## src/rtl/int_ctrl_pkg.sv

```systemverilog
// Shared definitions for the int_ctrl interrupt controller: register offsets,
// FSM state encoding and the default bridge base address.
package int_ctrl_pkg;

  localparam logic [31:0] DefaultBaseAddr = 32'h0000_7F20;

  localparam logic [1:0] OffMask = 2'd0;
  localparam logic [1:0] OffPend = 2'd1;
  localparam logic [1:0] OffCur  = 2'd2;
  localparam logic [1:0] OffEoi  = 2'd3;

  typedef enum logic [1:0] {
    StIdle    = 2'd0,
    StReq     = 2'd1,
    StService = 2'd2
  } intc_state_e;

  function automatic logic [5:0] onehot6(input logic [2:0] id);
    return 6'(1) << id;
  endfunction

endpackage

```

## src/rtl/int_prio_enc.sv

```systemverilog
// Lowest-index-wins priority encoder: reports whether any bit is set and the
// index of the lowest set bit.
module int_prio_enc #(
  parameter int unsigned N = 6
) (
  input  logic [N-1:0] i_vec,
  output logic         o_any,
  output logic [2:0]   o_id
);

  always_comb begin
    o_any = |i_vec;
    o_id  = '0;
    // Walk downwards so the lowest set index is the final assignment.
    for (int i = int'(N) - 1; i >= 0; i--) begin
      if (i_vec[i]) o_id = 3'(i);
    end
  end

endmodule

```

## src/rtl/int_ctrl.sv

```systemverilog
// Memory-mapped interrupt controller driving CP0 HWInt[7:2] with an ack/EOI handshake.
// Define INTC_LEVEL_EN to make PEND follow the registered level of irq_src.
module int_ctrl
  import int_ctrl_pkg::*;
#(
  parameter int unsigned NSRC      = 6,
  parameter logic [31:0] BASE_ADDR = DefaultBaseAddr
) (
  input  logic            clk,
  input  logic            reset,
  input  logic [NSRC-1:0] irq_src,
  input  logic [31:0]     PrAddr,
  input  logic [31:0]     PrWD,
  input  logic            PrWe,
  output logic [31:0]     PrRD,
  output logic [5:0]      HWInt,
  input  logic            int_ack
);

  localparam logic [5:0] SrcBits = 6'((7'd1 << NSRC) - 7'd1);

  intc_state_e     r_state, w_state_d;
  logic [NSRC-1:0] r_mask, r_pend;
  logic [NSRC-1:0] w_mask_d, w_pend_d, w_elig, w_cur_oh;
  logic [2:0]      r_cur_id, w_win_id;
  logic            w_win_any, w_cur_valid, w_ack;
  logic            w_hit, w_wr_mask, w_wr_pend, w_wr_eoi;
  logic [1:0]      w_off;

  assign w_hit     = (PrAddr[31:4] == BASE_ADDR[31:4]);
  assign w_off     = PrAddr[3:2];
  assign w_wr_mask = w_hit & PrWe & (w_off == OffMask);
  assign w_wr_pend = w_hit & PrWe & (w_off == OffPend);
  assign w_wr_eoi  = w_hit & PrWe & (w_off == OffEoi);

  assign w_ack    = (r_state == StReq) & int_ack;
  assign w_cur_oh = NSRC'(1) << r_cur_id;
  assign w_mask_d = w_wr_mask ? PrWD[NSRC-1:0] : r_mask;
  assign w_elig   = r_mask & r_pend;

`ifdef INTC_LEVEL_EN
  logic w_unused;
  assign w_unused = ^{PrAddr[1:0], PrWD[31:NSRC], w_wr_pend};
  assign w_pend_d = irq_src;
`else
  logic            w_unused;
  logic [NSRC-1:0] r_irq_q, w_rise, w_clr;
  assign w_unused = ^{PrAddr[1:0], PrWD[31:NSRC]};
  assign w_rise   = irq_src & ~r_irq_q;
  assign w_clr    = (w_wr_pend ? PrWD[NSRC-1:0] : '0) | (w_ack ? w_cur_oh : '0);
  // A rising edge overrides a same-cycle clear of the same bit.
  assign w_pend_d = (r_pend & ~w_clr) | w_rise;

  always_ff @(posedge clk or posedge reset) begin
    if (reset) r_irq_q <= '0;
    else       r_irq_q <= irq_src;
  end
`endif

  always_ff @(posedge clk or posedge reset) begin
    if (reset) begin
      r_mask <= '0;
      r_pend <= '0;
    end else begin
      r_mask <= w_mask_d;
      r_pend <= w_pend_d;
    end
  end

  int_prio_enc #(
    .N (NSRC)
  ) u_prio (
    .i_vec (w_elig),
    .o_any (w_win_any),
    .o_id  (w_win_id)
  );

  always_ff @(posedge clk or posedge reset) begin
    if (reset) begin
      r_state  <= StIdle;
      r_cur_id <= '0;
    end else begin
      r_state <= w_state_d;
      if ((r_state == StIdle) && w_win_any) r_cur_id <= w_win_id;
    end
  end

  always_comb begin
    w_state_d = r_state;
    unique case (r_state)
      StIdle:    if (w_win_any) w_state_d = StReq;
      // Withdrawal looks at next-state MASK/PEND so a software clear drops the request at once.
      StReq: begin
        if (w_ack)                                    w_state_d = StService;
        else if (~|(w_mask_d & w_pend_d & w_cur_oh)) w_state_d = StIdle;
      end
      StService: if (w_wr_eoi) w_state_d = StIdle;
      default:   w_state_d = StIdle;
    endcase
  end

  always_comb begin
    HWInt       = '0;
    w_cur_valid = 1'b0;
    unique case (r_state)
      StReq: begin
        HWInt       = onehot6(r_cur_id) & SrcBits;
        w_cur_valid = 1'b1;
      end
      StService: w_cur_valid = 1'b1;
      default: ;
    endcase
  end

  always_comb begin
    PrRD = '0;
    if (w_hit) begin
      unique case (w_off)
        OffMask: PrRD = 32'(r_mask);
        OffPend: PrRD = 32'(r_pend);
        OffCur:  PrRD = {w_cur_valid, 28'b0, r_cur_id};
        default: PrRD = '0;
      endcase
    end
  end

endmodule

```

## config.mk

```make
export PLATFORM = sky130hd
export DESIGN_NAME = int_ctrl
export DESIGN_NICKNAME = d
export VERILOG_FILES = /design/src/rtl/int_ctrl_pkg.sv /design/src/rtl/int_prio_enc.sv /design/src/rtl/int_ctrl.sv
export SDC_FILE = /design/constraint.sdc
export NUM_CORES = 1
export LEC_CHECK = 0
export CAP_MARGIN = 25
export CORE_AREA = 2 2 63 94
export DETAILED_ROUTE_END_ITERATION = 6
export DIE_AREA = 0 0 65 96
export HOLD_SLACK_MARGIN = 0.15
export PLACE_DENSITY_LB_ADDON = 0.25
export SYNTH_ARGS = -nofsm -noshare
export SYNTH_HDL_FRONTEND = slang
export SYNTH_SLANG_ARGS = --single-unit
```

## constraint.sdc

```tcl
create_clock -name clk -period 1.75 [get_ports clk]
set_input_delay 0.2625 -clock clk [delete_from_list [all_inputs] [get_ports clk]]
set_output_delay 0.2625 -clock clk [all_outputs]
set_load 0.02 [all_outputs]
```

# == Word-level counts from Yosys, hierarchy flattened ==
# Index checks and enable logic that the tools add are counted.
# word_totals
out_inout_bits,38
reg_bits,23
# classes
bitwise_logic,14
reduce_logical,7
n_eq_ne,9
n_mux,18
shift,1
# op_table
op,n
32-bit case mux with 3 select lines,1
32-bit 2-to-1 mux,1
6-bit bitwise AND,5
"28-bit by 11-bit == test with 1-bit output, second input constant",1
6-bit 2-to-1 mux,4
3-bit 2-to-1 mux,6
6-bit NOT,2
6-bit OR,2
6-bit OR reduction,2
2-bit 2-to-1 mux,4
"2-bit == test, second input constant",3
2-bit case mux with 3 select lines,1
"1-bit by 3-bit left shift with 6-bit output, first input constant",1
1-bit bitwise AND,5
"2-bit by 1-bit == test with 1-bit output, second input constant",2
2-bit logical NOT,2
"2-bit != test, second input constant",2
"3-bit != test, second input constant",1
3-bit AND reduction,1
2-bit OR reduction,1
1-bit logical AND,1
1-bit 2-to-1 mux,1

# == Longest topological paths before layout ==
# Gate-level depths: netlist (run 1).
# logic_depth
depth_word,14
depth_mapped,9
depth_no_buf,9

# == By module ==
# A second synthesis (run 1) with hierarchy kept.
# unflattened
hier_cells,202
hier_area_um2,1785.5
# by_module_without_submodules
module,area_per_inst_um2,n_inst,cells_per_inst
int_ctrl,1732.9,1,192
int_prio_enc,52.6,1,10

# == Least setup slack after synthesis (run 1) ==
# Ideal clock, no wire load.
# synth_path
kind,input port to flip-flop
from,input PrAddr[27]
to,register r_state[0]
cell_stages,7
path_slack_ps,-365
path_buffers,1
required_time_ps,1663
arrival_time_ps,2029
path_cell_list,or4_4 > nor4_4 > buf_6 > mux2i_1 > a22oi_2 > a311o_1 > o211ai_1
# synth_via
elab_chain_cells,13
# synth_lines
element,line,rtl
from (decl),int_ctrl.sv:12,"input logic [31:0] PrAddr,"
28-bit by 11-bit == test with 1-bit output (*),int_ctrl.sv:30,assign w_hit = (PrAddr[31:4] == BASE_ADDR[31:4]);
1-bit bitwise AND (*),"int_ctrl.sv:32, int_ctrl.sv:33, int_ctrl.sv:34",
1-bit bitwise AND,int_ctrl.sv:33,assign w_wr_pend = w_hit & PrWe & (w_off == OffPend);
6-bit 2-to-1 mux,int_ctrl.sv:50,assign w_clr = (w_wr_pend ? PrWD[NSRC-1:0] : '0) | (w_ack ? w_cur_oh : '0);
6-bit OR,int_ctrl.sv:50,
6-bit NOT,int_ctrl.sv:52,assign w_pend_d = (r_pend & ~w_clr) | w_rise;
6-bit bitwise AND,int_ctrl.sv:52,
6-bit OR,int_ctrl.sv:52,
6-bit bitwise AND (2 in series),int_ctrl.sv:95,else if (~|(w_mask_d & w_pend_d & w_cur_oh)) w_state_d = StIdle;
6-bit OR reduction,int_ctrl.sv:95,
3-bit != test (no line),-,
3-bit AND reduction (no line) (*),-,
to (signal assigned),int_ctrl.sv:80,r_state <= StIdle;
to (signal assigned),int_ctrl.sv:83,r_state <= w_state_d;
to (decl),int_ctrl.sv:22,"intc_state_e r_state, w_state_d;"
# Mark *: on every way between the ends. The rest lies on a longest branch, timed or not.
# A chain may end at the register's enable or synchronous reset.

# == Final worst setup path (run 1) ==
# Ends and elaborated chain as after synthesis.

==> out/qor.txt, run 1 <==
First-pass GRT wire length = 9060 um
Cell with the most instances after synthesis = buf_4
Area of the mapped netlist = 1780 um2
Leak = 1.39 nW
DRC Markers = 0
Synth area leaders = dfrtp_1 (32%), buf_4 (11%), mux2i_1 (7.3%)
Global-route met3 utilization = 2.22%
Layout Skew = 0.00129 ns
Final WS setup = -0.472 ns
Final min period = 2.22 ns
Crit Path Class = primary input to register
DRT iter0 DRCs = 44
Arrival time at the worst endpoint = 2.42 ns
Layout fillers = 509
Share of cells above drive strength 1 = 38.3%
Final hold violations = 0
Hold Path Class = primary input to async pin
Crit. Startpoint = PrAddr[27]
Period utilization = 127%
Final Slew Violations = 0
Setup violators final = 17
CTS H-Tree Depth = 1
Post-route cell area = 3010 um2
CP Max Fanout = 5
Clock Path Buffers = 2
Root Buffer Master = clkbuf_8
# nets final = 391
Via count = 1,876
Leading area contributor after synthesis = dfrtp_1
Synthesized area per cell = 8.83 um2
Tightest hold margin = 0.330 ns
Area of the multi-input gates = 1240 um2
CTS Hold Bufs = 0
GR Layer Usage met2 = 37.0%
Status = finished, violations left
Failing checks = setup timing
DIE HEIGHT = 96 um
# rows = 33
Grt peak-use layer = met2
Synth cell count leaders = buf_4 (25), dfrtp_1 (23), nor2_1 (20), nand2_1 (18), mux2i_1 (13)
RSZ-0062 raised after global routing = yes
MaxCap Viol Count = 0
Pin count of the biggest net entering global routing = 24
Final core occ = 55.7%
M1 GR Usage = 19.7%
Synth unique cells = 47
Clk sink count = 23
Fmax = 0.450 GHz
DRT Pass-1 Iters = 4
VDD IR max = 0.422 mV
Synth async-reset ratio = 100%
Worst-skew pair later-pin latency = 0.27 ns
Post-DP Area = 2740 um2
Initial antenna violation count = 0
Placement Setup Slack = -0.998 ns
WL per Instance = 15.0 um
Register area share after synthesis = 32.3%
Die Area = 6240 um2
TritonCTS buffer count = 3
Synthesis-to-layout area growth = 69.1%
CTS tree = built
Worst r2r src = r_state[1]
Clock Pin Slew Worst Setup and Hold Paths = 0.08 ns
Power Density = 370 nW/um2
# port buffers = 58
Placer Congestion = 0.764
Crit. End Element = register
Main flop type after synthesis = dfrtp_1
Post-synthesis cell count = 202
Io pins = 112
Core area = 5410 um2
Routed wire length = 5760 um
Synth Register Bits = 23
Antenna-violating nets left = 0
WP data required = 1.94 ns
Starting density of the core = 33.0%
Post-synth EDFFs = 0
Synth top area share = 32.3%
Total track usage = 19.2%
Synth warn = 0
Setup crit start kind = primary input
Hpwl dp = 4340 um
Vias in the first global route = 1,918
Ant. Diodes = 0
GRT Residual Overflow = 0
Via density = 4.90
Register Area = 576 um2
DIE WIDTH = 65 um
-- placed cells by master, fill, tap and decap left out, drive strengths merged, types with 11 or more instances in the layout --
cell type       n
buf            72
clkdlybuf4s50  17
conb           25
dfrtp          23
dlygate4sd2    15
inv            12
mux2i          13
nand2          18
nor2           20
o21ai          11
-- flip-flops by register name, summed over array words and instances (netlist names) --
name,flops
r_pend,6
r_irq_q,6
r_mask,6
r_cur_id,3
r_state,2
-- report_power, final --
part	switching (W)	internal (W)	leakage, nW
registers	0.00000210	0.000538	0.276
clock network	0.000181	0.000163	0.0228
logic	0.000118	0.000112	1.09
total	0.000301	0.000813	1.39
-- metal layers --
layer | up-vias | routed length (um)
li1 | 891 | -
met1 | 875 | 2120
met2 | 96 | 3000
met3 | 14 | 416
met4 | 0 | 215
met5 | - | 0
-- final timing paths --
path	slack [ns]	to	cells after the start
worst max register to register	-0.34	r_state[1]	10
worst min register to register	0.55	r_pend[4]	1
min in group clk	0.45	r_irq_q[4]	1
worst max-delay path	-0.47	r_state[0]	10
worst min-delay path	0.33	r_irq_q[5]	3
max in group asynchronous	1.17	r_state[0]	3
-- metrics by stage --
step / instances / setup TNS [ns] / total power, W
global route: 383 / -5.34 / 0.00116
detailed placement: 366 / -15.37 / 0.000790
floorplan: 226 / -0.772 / 0.000693
finish: 383 / -4.50 / 0.00111
global placement: 366 / -14.82 / 0.000787
CTS: 379 / -4.43 / 0.00112
-- layout make-up --
| cell class | instances | area share [%] |
|---|---|---|
| Clock buffer | 4 | 1.49 |
| Inverter | 12 | 1.49 |
| Multi-Input combinational cell | 159 | 41.1 |
| Sequential cell | 23 | 19.1 |
| Tap cell | 70 | 2.91 |
| Timing Repair Buffer | 115 | 34.0 |
-- logic make-up after synthesis --
| group | Yosys count | share of synthesized area (%) |
|---|---|---|
| other | 1 | 0.210 |
| adders and majority gates | 3 | 2.11 |
| muxes | 19 | 11.1 |
| AOI/OAI and AO/OA | 40 | 16.1 |
| buffers and inverters | 44 | 14.9 |
| DFF | 23 | 32.3 |
| and+or+nand+nor | 72 | 23.2 |
-- what timing repair did --
item | in CTS | in global routing
resized for setup | 134 | 25
setup buffers | 10 | 4
setup endpoints to repair | 27 | 21
pin swaps | 18 | 9
-- worst max-delay path: stages --
cell      delay (ns)
buf_6           0.09
or4_4           0.53
buf_6           0.14
nor4_4          0.33
buf_12          0.16
buf_12          0.10
mux2i_2         0.21
a22oi_2         0.15
a311o_1         0.37
o211ai_1        0.08
No activity file was read; power rests on OpenSTA's default activity.
==> inputs of run 2 (changes only) <==
--- a/config.mk
+++ b/config.mk
@@ -9,8 +9,11 @@
 export CORE_AREA = 2 2 63 94
 export DETAILED_ROUTE_END_ITERATION = 6
 export DIE_AREA = 0 0 65 96
+export GPL_TIMING_DRIVEN = 0
 export HOLD_SLACK_MARGIN = 0.15
 export PLACE_DENSITY_LB_ADDON = 0.25
+export REMOVE_ABC_BUFFERS = 1
+export SLEW_MARGIN = 20
 export SYNTH_ARGS = -nofsm -noshare
 export SYNTH_HDL_FRONTEND = slang
 export SYNTH_SLANG_ARGS = --single-unit
==> out/qor.txt, run 2 (synthesis gave the netlist of run 1 again) <==
Status = finished, violations left
Failing checks = setup timing
Pin count of the biggest net entering global routing = 24
Least-Margin Pin Slew = 0.580 ns
Final Slew Violations = 0
# placed instances = 322
Most frequent cells in the layout = conb_1 (25), dfrtp_1 (20), buf_6 (19)
Final core occ = 49.8%
Final min period = 2.10 ns
Io pins = 112
Largest stage delay on the critical path = 0.56 ns
Setup violators final = 9
Sw Pwr = 0.000289 W
DIE WIDTH = 65 um
Combinational fraction of design power = 18.9%
Biggest regs = r_irq_q: 6 flops, r_mask: 6 flops, r_pend: 6 flops
Die Area = 6240 um2
Leak = 1.21 nW
CP Max Fanout = 6
Fmax = 0.475 GHz
DIE HEIGHT = 96 um
VDD IR max = 0.283 mV
Commonest non-fill, non-tap cell in the layout = conb_1
# rows = 33
Sw Ratio = 26.8%
WP data required = 1.93 ns
CP bufs+invs = 2
Sequential share of power = 50.1%
Critical Path, Cell by Cell = buf_6 -> or4_4 -> nor4_4 -> buf_6 -> mux2i_4 -> a22oi_2 -> a311o_1 -> o211ai_1
Hpwl dp = 3540 um
Worst-skew pair later-pin latency = 0.26 ns
Root Buffer Master = clkbuf_8
Final WS setup = -0.355 ns
CP most frequent cell = buf_6
Clock Pin Slew Worst Setup and Hold Paths = 0.09 ns
DRT iter0 DRCs = 68
Vias in the first global route = 1,675
Arrival time at the worst endpoint = 2.28 ns
Period utilization = 120%
Non-Filler Instances = 351
CTS H-Tree Depth = 1
Setup crit start kind = primary input
Initial antenna violation count = 0
Hold Path Class = primary input to async pin
Power Density = 401 nW/um2
Core area = 5410 um2
Crit Path Class = primary input to register
Synthesis-to-layout area growth = 50.9%
Placer Congestion = 0.791
Share of cells above drive strength 1 = 33.1%
Antenna-violating nets left = 0
MaxCap Viol Count = 0
Ant. Diodes = 0
CTS tree = built
Via density = 4.89
DRC Markers = 0
Final hold violations = 0
Crit. End Element = register
Starting density of the core = 33.0%
# nets final = 359
Clock Path Buffers = 2
GRT Residual Overflow = 0
Clock power frac = 31.0%
Total track usage = 16.3%
CP max-delay cell = or4_4
RSZ-0062 raised after global routing = yes
Pint = 0.000790 W
TritonCTS buffer count = 3
Max-Slew Margin vs Limit = 61.3%
Layout Skew = 0.00234 ns
Routed wire length = 4920 um
WL per Instance = 14.0 um
Family with the most delay on the worst path = simple AND/OR/NAND/NOR gates
Clk sink count = 23
Via count = 1,716
CTS Hold Bufs = 0
# port buffers = 58
First-pass GRT wire length = 7900 um
DRT Pass-1 Iters = 4
run 2: changes by cell type in the layout (fill, tap and decap cells not counted), moves of 3 or more:
cell	change
dfrtp_2	+3
o21ai_1	+5
dfrtp_1	-3
buf_2	+4
dlygate4sd2_1	-8
mux2_4	-4
o21ai_2	-3
buf_4	-32
mux2_2	+4
clkbuf_2	+3
run 2: final timing paths:
kind	start	end	slack, ns	cells after the start
min in group clk	irq_src[4]	r_irq_q[4]	0.46	1
setup reg to reg	r_state[1]	r_state[0]	-0.34	9
setup / recovery	PrAddr[28]	r_state[0]	-0.35	8
max in group asynchronous	reset	r_cur_id[2]	0.96	3
hold / removal	reset	r_mask[3]	0.32	2
hold reg to reg	r_irq_q[4]	r_pend[4]	0.58	1
run 2: worst reg2reg max path: stages (launching register included):
cell	delay (ns)
dfrtp_1	0.40
inv_2	0.09
ha_4	0.17
nand3b_1	0.24
o31ai_2	0.29
a2bb2oi_1	0.17
o21ai_1	0.11
a22oi_2	0.21
a311o_1	0.20
o211ai_1	0.09
run 2: per-layer routing:
layer  up-vias  part of all wire (%)  global-route usage, %  wire length, um
met5         -                     0                      0                0
met4         0                  0.73                   4.43               36
met3         2                   5.4                   2.34              268
met2        68                    56                   31.2             2740
met1       820                    38                   18.7             1880
li1        826                     -                      -                -
run 2: final cells by class:
type	instances	area, um2
Clock inverter	1	5.00
Multi-Input combinational cell	159	1190
Tap cell	70	87.6
Inverter	12	45.0
Timing Repair Buffer	83	742
Sequential cell	23	579
Clock buffer	3	41.3
Fill cell	536	2720
run 2: power by group through the flow:
stage	registers [W]	logic, W	clock network (W)
global placement	0.000550	0.000207	0
CTS	0.000540	0.000197	0.000343
global route	0.000541	0.000222	0.000370
floorplan	0.000550	0.0000864	0
detailed placement	0.000551	0.000209	0
finish	0.000540	0.000204	0.000334
run 2: timing repair:
item,in CTS,in global routing
gates resized for setup,150,44
pin swaps,28,18
cloned,0,0
setup endpoints to repair,27,16
setup buffers,14,11
run 2: metrics by stage:
step / total power [W] / instance area [um2] / setup WS [ns] / setup TNS (ns) / hold slack (ns)
CTS: 0.00108 / 2540 / -0.338 / -2.28 / 0.459
detailed placement: 0.000760 / 2320 / -1.38 / -20.78 / 0.520
finish: 0.00108 / 2690 / -0.355 / -2.59 / 0.319
global route: 0.00113 / 2690 / -0.474 / -3.13 / 0.355
global placement: 0.000757 / 2320 / -1.40 / -21.23 / 0.513
floorplan: 0.000636 / 1650 / -0.571 / -3.40 / 0.264
